===== src/rtl/traffic_light_ctrl.sv =====
// Two-direction traffic light sequencer driven by a synchronised 1 Hz square wave.
// Optional night flashing mode is enabled by defining TRAFFIC_NIGHT_MODE_EN.
module traffic_light_ctrl #(
    parameter int GREEN_S  = 25,
    parameter int YELLOW_S = 3,
    parameter int ALLRED_S = 2,
    parameter int CNT_W    = 8
) (
    input  logic             clk,
    input  logic             rst_n,
    input  logic             clk_1hz,
`ifdef TRAFFIC_NIGHT_MODE_EN
    input  logic             night_mode,
`endif
    output logic [2:0]       ns_light,
    output logic [2:0]       ew_light,
    output logic [CNT_W-1:0] sec_left,
    output logic [2:0]       phase
);

    localparam logic [2:0] NS_GREEN  = 3'd0;
    localparam logic [2:0] NS_YELLOW = 3'd1;
    localparam logic [2:0] ALL_RED_A = 3'd2;
    localparam logic [2:0] EW_GREEN  = 3'd3;
    localparam logic [2:0] EW_YELLOW = 3'd4;
    localparam logic [2:0] ALL_RED_B = 3'd5;
    localparam logic [2:0] FLASH     = 3'd6;

    localparam logic [2:0] LAMP_RED = 3'b100;
    localparam logic [2:0] LAMP_YEL = 3'b010;
    localparam logic [2:0] LAMP_GRN = 3'b001;

    localparam logic [CNT_W-1:0] ALLRED_LOAD = CNT_W'(ALLRED_S);

    logic             sync_p0, sync_p1, prev_p2, tick_p3;
    logic             night_act;
    logic [2:0]       phase_q, phase_d;
    logic [CNT_W-1:0] sec_q, sec_d;
    logic [2:0]       ns_q, ns_d, ew_q, ew_d;

    function automatic logic [CNT_W-1:0] duration(input logic [2:0] ph);
        case (ph)
            NS_GREEN, EW_GREEN:   duration = CNT_W'(GREEN_S);
            NS_YELLOW, EW_YELLOW: duration = CNT_W'(YELLOW_S);
            default:              duration = ALLRED_LOAD;
        endcase
    endfunction

    function automatic logic [2:0] successor(input logic [2:0] ph);
        case (ph)
            NS_GREEN:  successor = NS_YELLOW;
            NS_YELLOW: successor = ALL_RED_A;
            ALL_RED_A: successor = EW_GREEN;
            EW_GREEN:  successor = EW_YELLOW;
            EW_YELLOW: successor = ALL_RED_B;
            default:   successor = NS_GREEN;
        endcase
    endfunction

    // Synchroniser and edge detector; preset high so reset release never looks like a rising edge
    always_ff @(posedge clk or negedge rst_n) begin
        if (!rst_n) begin
            sync_p0 <= 1'b1;
            sync_p1 <= 1'b1;
            prev_p2 <= 1'b1;
            tick_p3 <= 1'b0;
        end else begin
            sync_p0 <= clk_1hz;
            sync_p1 <= sync_p0;
            prev_p2 <= sync_p1;
            tick_p3 <= sync_p1 & ~prev_p2;
        end
    end

`ifdef TRAFFIC_NIGHT_MODE_EN
    logic night_p0, night_p1;
    always_ff @(posedge clk or negedge rst_n) begin
        if (!rst_n) begin
            night_p0 <= 1'b0;
            night_p1 <= 1'b0;
        end else begin
            night_p0 <= night_mode;
            night_p1 <= night_p0;
        end
    end
    assign night_act = night_p1;
`else
    assign night_act = 1'b0;
`endif

    always_ff @(posedge clk or negedge rst_n) begin
        if (!rst_n) begin
            phase_q <= ALL_RED_B;
            sec_q   <= ALLRED_LOAD;
            ns_q    <= LAMP_RED;
            ew_q    <= LAMP_RED;
        end else begin
            phase_q <= phase_d;
            sec_q   <= sec_d;
            ns_q    <= ns_d;
            ew_q    <= ew_d;
        end
    end

    // FLASH (code 6) counts as illegal here; the night-mode override below claims it when enabled
    always_comb begin
        phase_d = phase_q;
        sec_d   = sec_q;
        if (phase_q > ALL_RED_B) begin
            phase_d = ALL_RED_B;
            sec_d   = ALLRED_LOAD;
        end else if (tick_p3) begin
            if (sec_q > CNT_W'(1)) begin
                sec_d = sec_q - CNT_W'(1);
            end else begin
                phase_d = successor(phase_q);
                sec_d   = duration(successor(phase_q));
            end
        end
        if (night_act) begin
            phase_d = FLASH;
            sec_d   = '0;
        end
    end

    always_comb begin
        ns_d = LAMP_RED;
        ew_d = LAMP_RED;
        case (phase_d)
            NS_GREEN:  ns_d = LAMP_GRN;
            NS_YELLOW: ns_d = LAMP_YEL;
            EW_GREEN:  ew_d = LAMP_GRN;
            EW_YELLOW: ew_d = LAMP_YEL;
            FLASH: begin
                if (phase_q != FLASH) begin
                    ns_d = LAMP_YEL;
                    ew_d = LAMP_YEL;
                end else begin
                    ns_d = tick_p3 ? (ns_q ^ LAMP_YEL) : ns_q;
                    ew_d = tick_p3 ? (ew_q ^ LAMP_YEL) : ew_q;
                end
            end
            default: ;
        endcase
    end

    assign phase    = phase_q;
    assign sec_left = sec_q;
    assign ns_light = ns_q;
    assign ew_light = ew_q;

endmodule


===== config.mk =====
export PLATFORM = sky130hd
export DESIGN_NAME = traffic_light_ctrl
export DESIGN_NICKNAME = d
export VERILOG_FILES = /design/src/rtl/traffic_light_ctrl.sv
export SDC_FILE = /design/constraint.sdc
export NUM_CORES = 1
export LEC_CHECK = 0
export CORE_MARGIN = 2
export CORE_UTILIZATION = 50
export DETAILED_ROUTE_END_ITERATION = 10
export PLACE_DENSITY = 0.78
export SLEW_MARGIN = 10
export SYNTH_ARGS = -nofsm -noshare
export SYNTH_HDL_FRONTEND = slang
export SYNTH_SLANG_ARGS = --single-unit

===== constraint.sdc =====
create_clock -name clk -period 5.2 [get_ports clk]
set_clock_uncertainty 0.05 [all_clocks]
set_input_delay 1.04 -clock clk [delete_from_list [all_inputs] [get_ports clk]]
set_output_delay 1.04 -clock clk [all_outputs]
set_load 0.005 [all_outputs]

* Word-level counts from Yosys, hierarchy flattened
Index checks and enable logic that the tools add are counted.
Word-level totals: bits in registers 21, bits of input ports 3, output and inout bits 17
Operators by class: add/sub/neg operators 1, magnitude comparators 2, eq/ne operators 14, mux-type cells 17, bitwise operators 4, reduce and logical (&&, ||, !) cells 6
Operators by type and width (count):
- $mux W3 | 8
- $mux W8 | 3
- $pmux W3 S3 | 2
- $pmux W3 S5 | 1
- $eq A3 B2 Y1 const B | 4
- $eq A3 B3 Y1 const B | 4
- $pmux W5 S2 | 1
- $eq A3 B1 Y1 const B | 3
- $logic_not A3 Y1 | 3
- $gt A8 B1 Y1 const B | 1
- $sub A8 B1 Y8 const B | 1
- $ne A3 B3 Y1 const B | 2
- $mux W2 | 2
- $reduce_or A2 Y1 | 2
- $gt A3 B3 Y1 const B | 1
- $not A1 Y1 | 3
- $ne A2 B2 Y1 const B | 1
- $reduce_bool A2 Y1 | 1
- $and A1 B1 Y1 | 1

* Logic depth before layout (Yosys ltp)
depth after elaboration 11, mapped depth 6, depth with buffers taken out 6

* Worst setup path after synthesis
No wires, ideal clock.
path type register -> register, start point register sec_q[1] (netlist: sec_left[1]), end point register sec_q[7] (netlist: sec_left[7]), library setup time 77 ps, arrival time 1835 ps, required time 5073 ps, path slack 3237 ps, cell stages (with the launch flop) 7, buffers on the path 0, path through dfstp_2 -> inv_1 -> ha_1 -> o21ba_2 -> and3_4 -> or4b_1 -> a21oi_1
Between the ends: word-level cells in the longest chain between the ends 4
RTL lines:
- start, declared | RTL line 38 | logic [CNT_W-1:0] sec_q, sec_d;
- start signal, assigned | RTL line 94 | sec_q <= ALLRED_LOAD;
- start signal, assigned | RTL line 99 | sec_q <= sec_d;
- $sub A8 B1 Y8 / $gt A8 B1 Y1 (equally long branches) | RTL line 114, 113
- $mux W8 (*) | RTL line 113 | if (sec_q > CNT_W'(1)) begin
- $mux W8 (*) | RTL line 112 | end else if (tick_p3) begin
- $mux W8 (*) | RTL line 109 | if (phase_q > ALL_RED_B) begin
Mark *: on every way between the ends. The rest lies on a longest branch, timed or not. The select of a mux whose other input is x is not followed. A chain may end at the register's enable or synchronous reset.

* Worst setup path after layout
start point register phase_q[2] (netlist: phase[2]), end point output phase[2]
RTL lines:
- start, declared | RTL line 37 | logic [2:0] phase_q, phase_d;
- start signal, assigned | RTL line 98 | phase_q <= phase_d;
- end, declared | RTL line 18 | output logic [2:0] phase
No word-level cell between the ends.

==> parameters.txt <==
Parameter                              Value

Status
  Status    finished clean

Clock network
  Insertion delay to the later sink of the worst-skew pair    0.30 ns
  Clock-pin slew on the worst setup and hold paths    0.11 ns
  Worst-case clock buffer depth    2
  CTS resizes    0
  Maximum level of the CTS H-tree    1
  Buffer count from post-CTS setup fixing    0
  CTS tree    yes
  Hold Buf Count CTS    0
  Clock root cell    sky130_fd_sc_hd__clkbuf_4
  Number of clock sinks    21
  CTS Buf Count    3

Critical path
  Depth of the worst register-to-register path    6
  Crit path depth    1
  Crit start category    flip-flop
  Crit path cell chain    clkdlybuf4s50_1
  Crit end category    output pin
  Biggest cell delay along the critical path    0.65 ns
  Family with the most delay on the worst path    flip-flops
  Crit Path Category    flip-flop to output pin
  Buffering stage count on the worst path with inverters included    1
  Endpoint required time on the critical path    4.11 ns
  Data arrival time of the critical path    1.48 ns
  Worst Path Max Fanout    12
  Slowest library cell on the worst path    sky130_fd_sc_hd__dfstp_2
  Setup slack of the worst register-to-register path    3.12 ns

Layout
  Final layout net count    120
  Layout cells sized above 1    15.8%
  Filler instances    171
  Area growth syn-to-layout    23.1%
  Antenna Diode Count    0

Pwr
  Design Power    562 uW
  Standby leakage power    0.520 nW
  Power per cell area    451 nW/um^2
  Worst IR Drop VDD    0.291 mV

Die
  Area of the placeable core    1940 um^2
  Number of ports placed on the die boundary    20
  DIE WIDTH    49.0 um
  Die outline height    49.0 um
  Rows    16
  Effective utilization at floorplan    52.1%
  Area of the die    2400 um^2

Global route
  Global-route wire length before repair    3370 um
  Vias in the first global route    746
  Number of antenna violations at the first check in global routing    0
  Overall routing resource usage    18.0%
  Remaining Overflow, GRT    0
  Pin count of the biggest net entering global routing    22

Synthesis
  Syn Std Cell Area    1010 um^2
  Fraction of the mapped netlist area in compound gates    9.39%
  Top cell type by total area after synthesis    sky130_fd_sc_hd__dfrtp_1
  Most used flip-flop cell after synthesis    sky130_fd_sc_hd__dfrtp_1
  Synthesized-area fraction occupied by and/or/nand/nor cells    24.1%
  Synth warn    0
  Sequential area share after synthesis    52.9%
  Main combinational cell family by area after synthesis    simple AND/OR/NAND/NOR gates
  Share of synthesized registers carrying an async set or reset    100%
  EDFF count, synth    0
  Dominant cells by area after synthesis    sky130_fd_sc_hd__dfrtp_1, sky130_fd_sc_hd__dfstp_2, sky130_fd_sc_hd__nand3_1
  Distinct cells, synth    34
  Area share of fa/ha/maj cells after synthesis    2.47%
  Area share of xor/xnor cells in the synthesized design    1.73%
  Post-synthesis register bit count    21
  Synthesized instance count    95
  Area fraction of the dominant cell type after synthesis    32.1%
  Fraction of synthesized area in multiplexers    6.30%
  Per-instance average area after synthesis    10.7 um^2
  Syn nets    100

Route
  Post-DR vias/cell    5.38
  DRC violation total after the first TritonRoute iteration    6
  Total wirelength of the detailed-routed design    1920 um
  Routed via count    758
  Routed wire length per instance    13.6 um
  Post-route ant nets    0
  First drt pass iteration count    4
  Number of remaining DRC errors    0

Placed design
  Quantity of I/O buffers inserted on ports    19
  DPL Wire Length    1360 um
  Weighted congestion at the end of routability-driven global placement    0.844

Min path
  Min-Delay Path Class    flip-flop to flip-flop
  Worst Hold Depth    0

STA
  Final clock period utilization by the worst path    49.5%
  Total negative slack    0 ns
  Worst Max-Slew Pin Slew    0.923 ns
  Highest achievable clock rate    0.388 GHz
  Setup violations, final    0
  Final Hold Violating Endpoints    0
  Final period demand of the worst path    2.57 ns
  Unrepaired setup endpoints after global routing    false
  Count of final max-slew check failures    0
  Tightest slew margin relative to the limit    38.3%

Run
  Max_cap viols    0
==> registers in the layout, summed over array words and instances, names as in the netlist <==
signal,cells
sec_left,8
ew_light,3
ns_light,3
phase,3
prev_p2,1
sync_p0,1
sync_p1,1
tick_p3,1
==> layer usage <==
layer  vias to the layer above  share of wire, %  routed length (um)  track usage (%)
li1                        377                 -                   -                -
met1                       354                48                 928             24.4
met2                        22                46                 887             29.5
met3                         5               3.9                  74             3.07
met4                         0               1.6                  31             5.71
met5                         -                 0                   0                0
==> logic make-up after synthesis <==
family	Yosys count
XOR/XNOR	2
adder cells (fa/ha/maj)	2
buffers and inverters	8
flip-flops	21
AO/OA/AOI/OAI	14
AND/OR/NAND/NOR	42
multiplexers	6
==> power by group <==
part           total [mW]  switching, mW  leakage (nW)  internal [mW]
Combinational       0.212         0.0827         0.258          0.129
Sequential          0.273         0.0552         0.247          0.217
Clock              0.0774         0.0474        0.0150         0.0300
Total               0.562          0.185         0.520          0.377
==> cell usage after synthesis, drive strengths merged (2+ instances only) <==
cell    instances
nand2           5
nand2b          3
nand3           7
nor2            9
inv             4
dfrtp          13
o21ai           2
and2            2
mux2            3
a21oi           4
mux2i           3
ha              2
clkbuf          3
nor2b           3
nand4           3
dfstp           8
nor3            5
xor2            2
==> cells in the final DEF (no fill, tap or decap), drive strengths merged, types with 4 or more instances in the layout <==
master	instances
clkdlybuf4s50	19
dfrtp	13
nor2	9
dfstp	8
nand3	7
nand2	5
nor3	5
inv	4
a21oi	4
clkbuf	4
==> cell type report <==
cell class	count	area [um^2]	area share (%)
Sequential cell	21	536	43.0
Multi-Input combinational cell	66	445	35.7
Timing Repair Buffer	19	190	15.3
Tap cell	27	33.8	2.71
Clock buffer	4	26.3	2.11
Inverter	4	15.0	1.20
==> per-stage QoR <==
step	instance area (um^2)	instances	hold slack [ns]	utilization, %	worst slack [ns]
final	1250	141	0.319	64.2	2.63
after global routing	1250	141	0.324	64.2	2.57
after CTS	1250	141	0.320	64.2	2.62
after detailed placement	1220	137	0.300	62.8	2.93
after global placement	1220	137	0.301	62.8	2.99
after floorplan	1010	95	0.295	-	3.24
==> worst paths after layout <==
kind / from / to
hold / removal: sync_p0$_DFF_PN1_ / sync_p1$_DFF_PN1_
setup reg to reg: sec_left[1]$_DFFE_PN1P_ / sec_left[7]$_DFFE_PN0P_
min in group asynchronous: rst_n / sec_left[5]$_DFFE_PN0P_
max in group asynchronous: rst_n / ns_light[1]$_DFFE_PN0P_
setup / recovery: phase[2]$_DFF_PN1_ / phase[2]
hold reg to reg: sync_p0$_DFF_PN1_ / sync_p1$_DFF_PN1_
(Power assumes the default switching activity.)
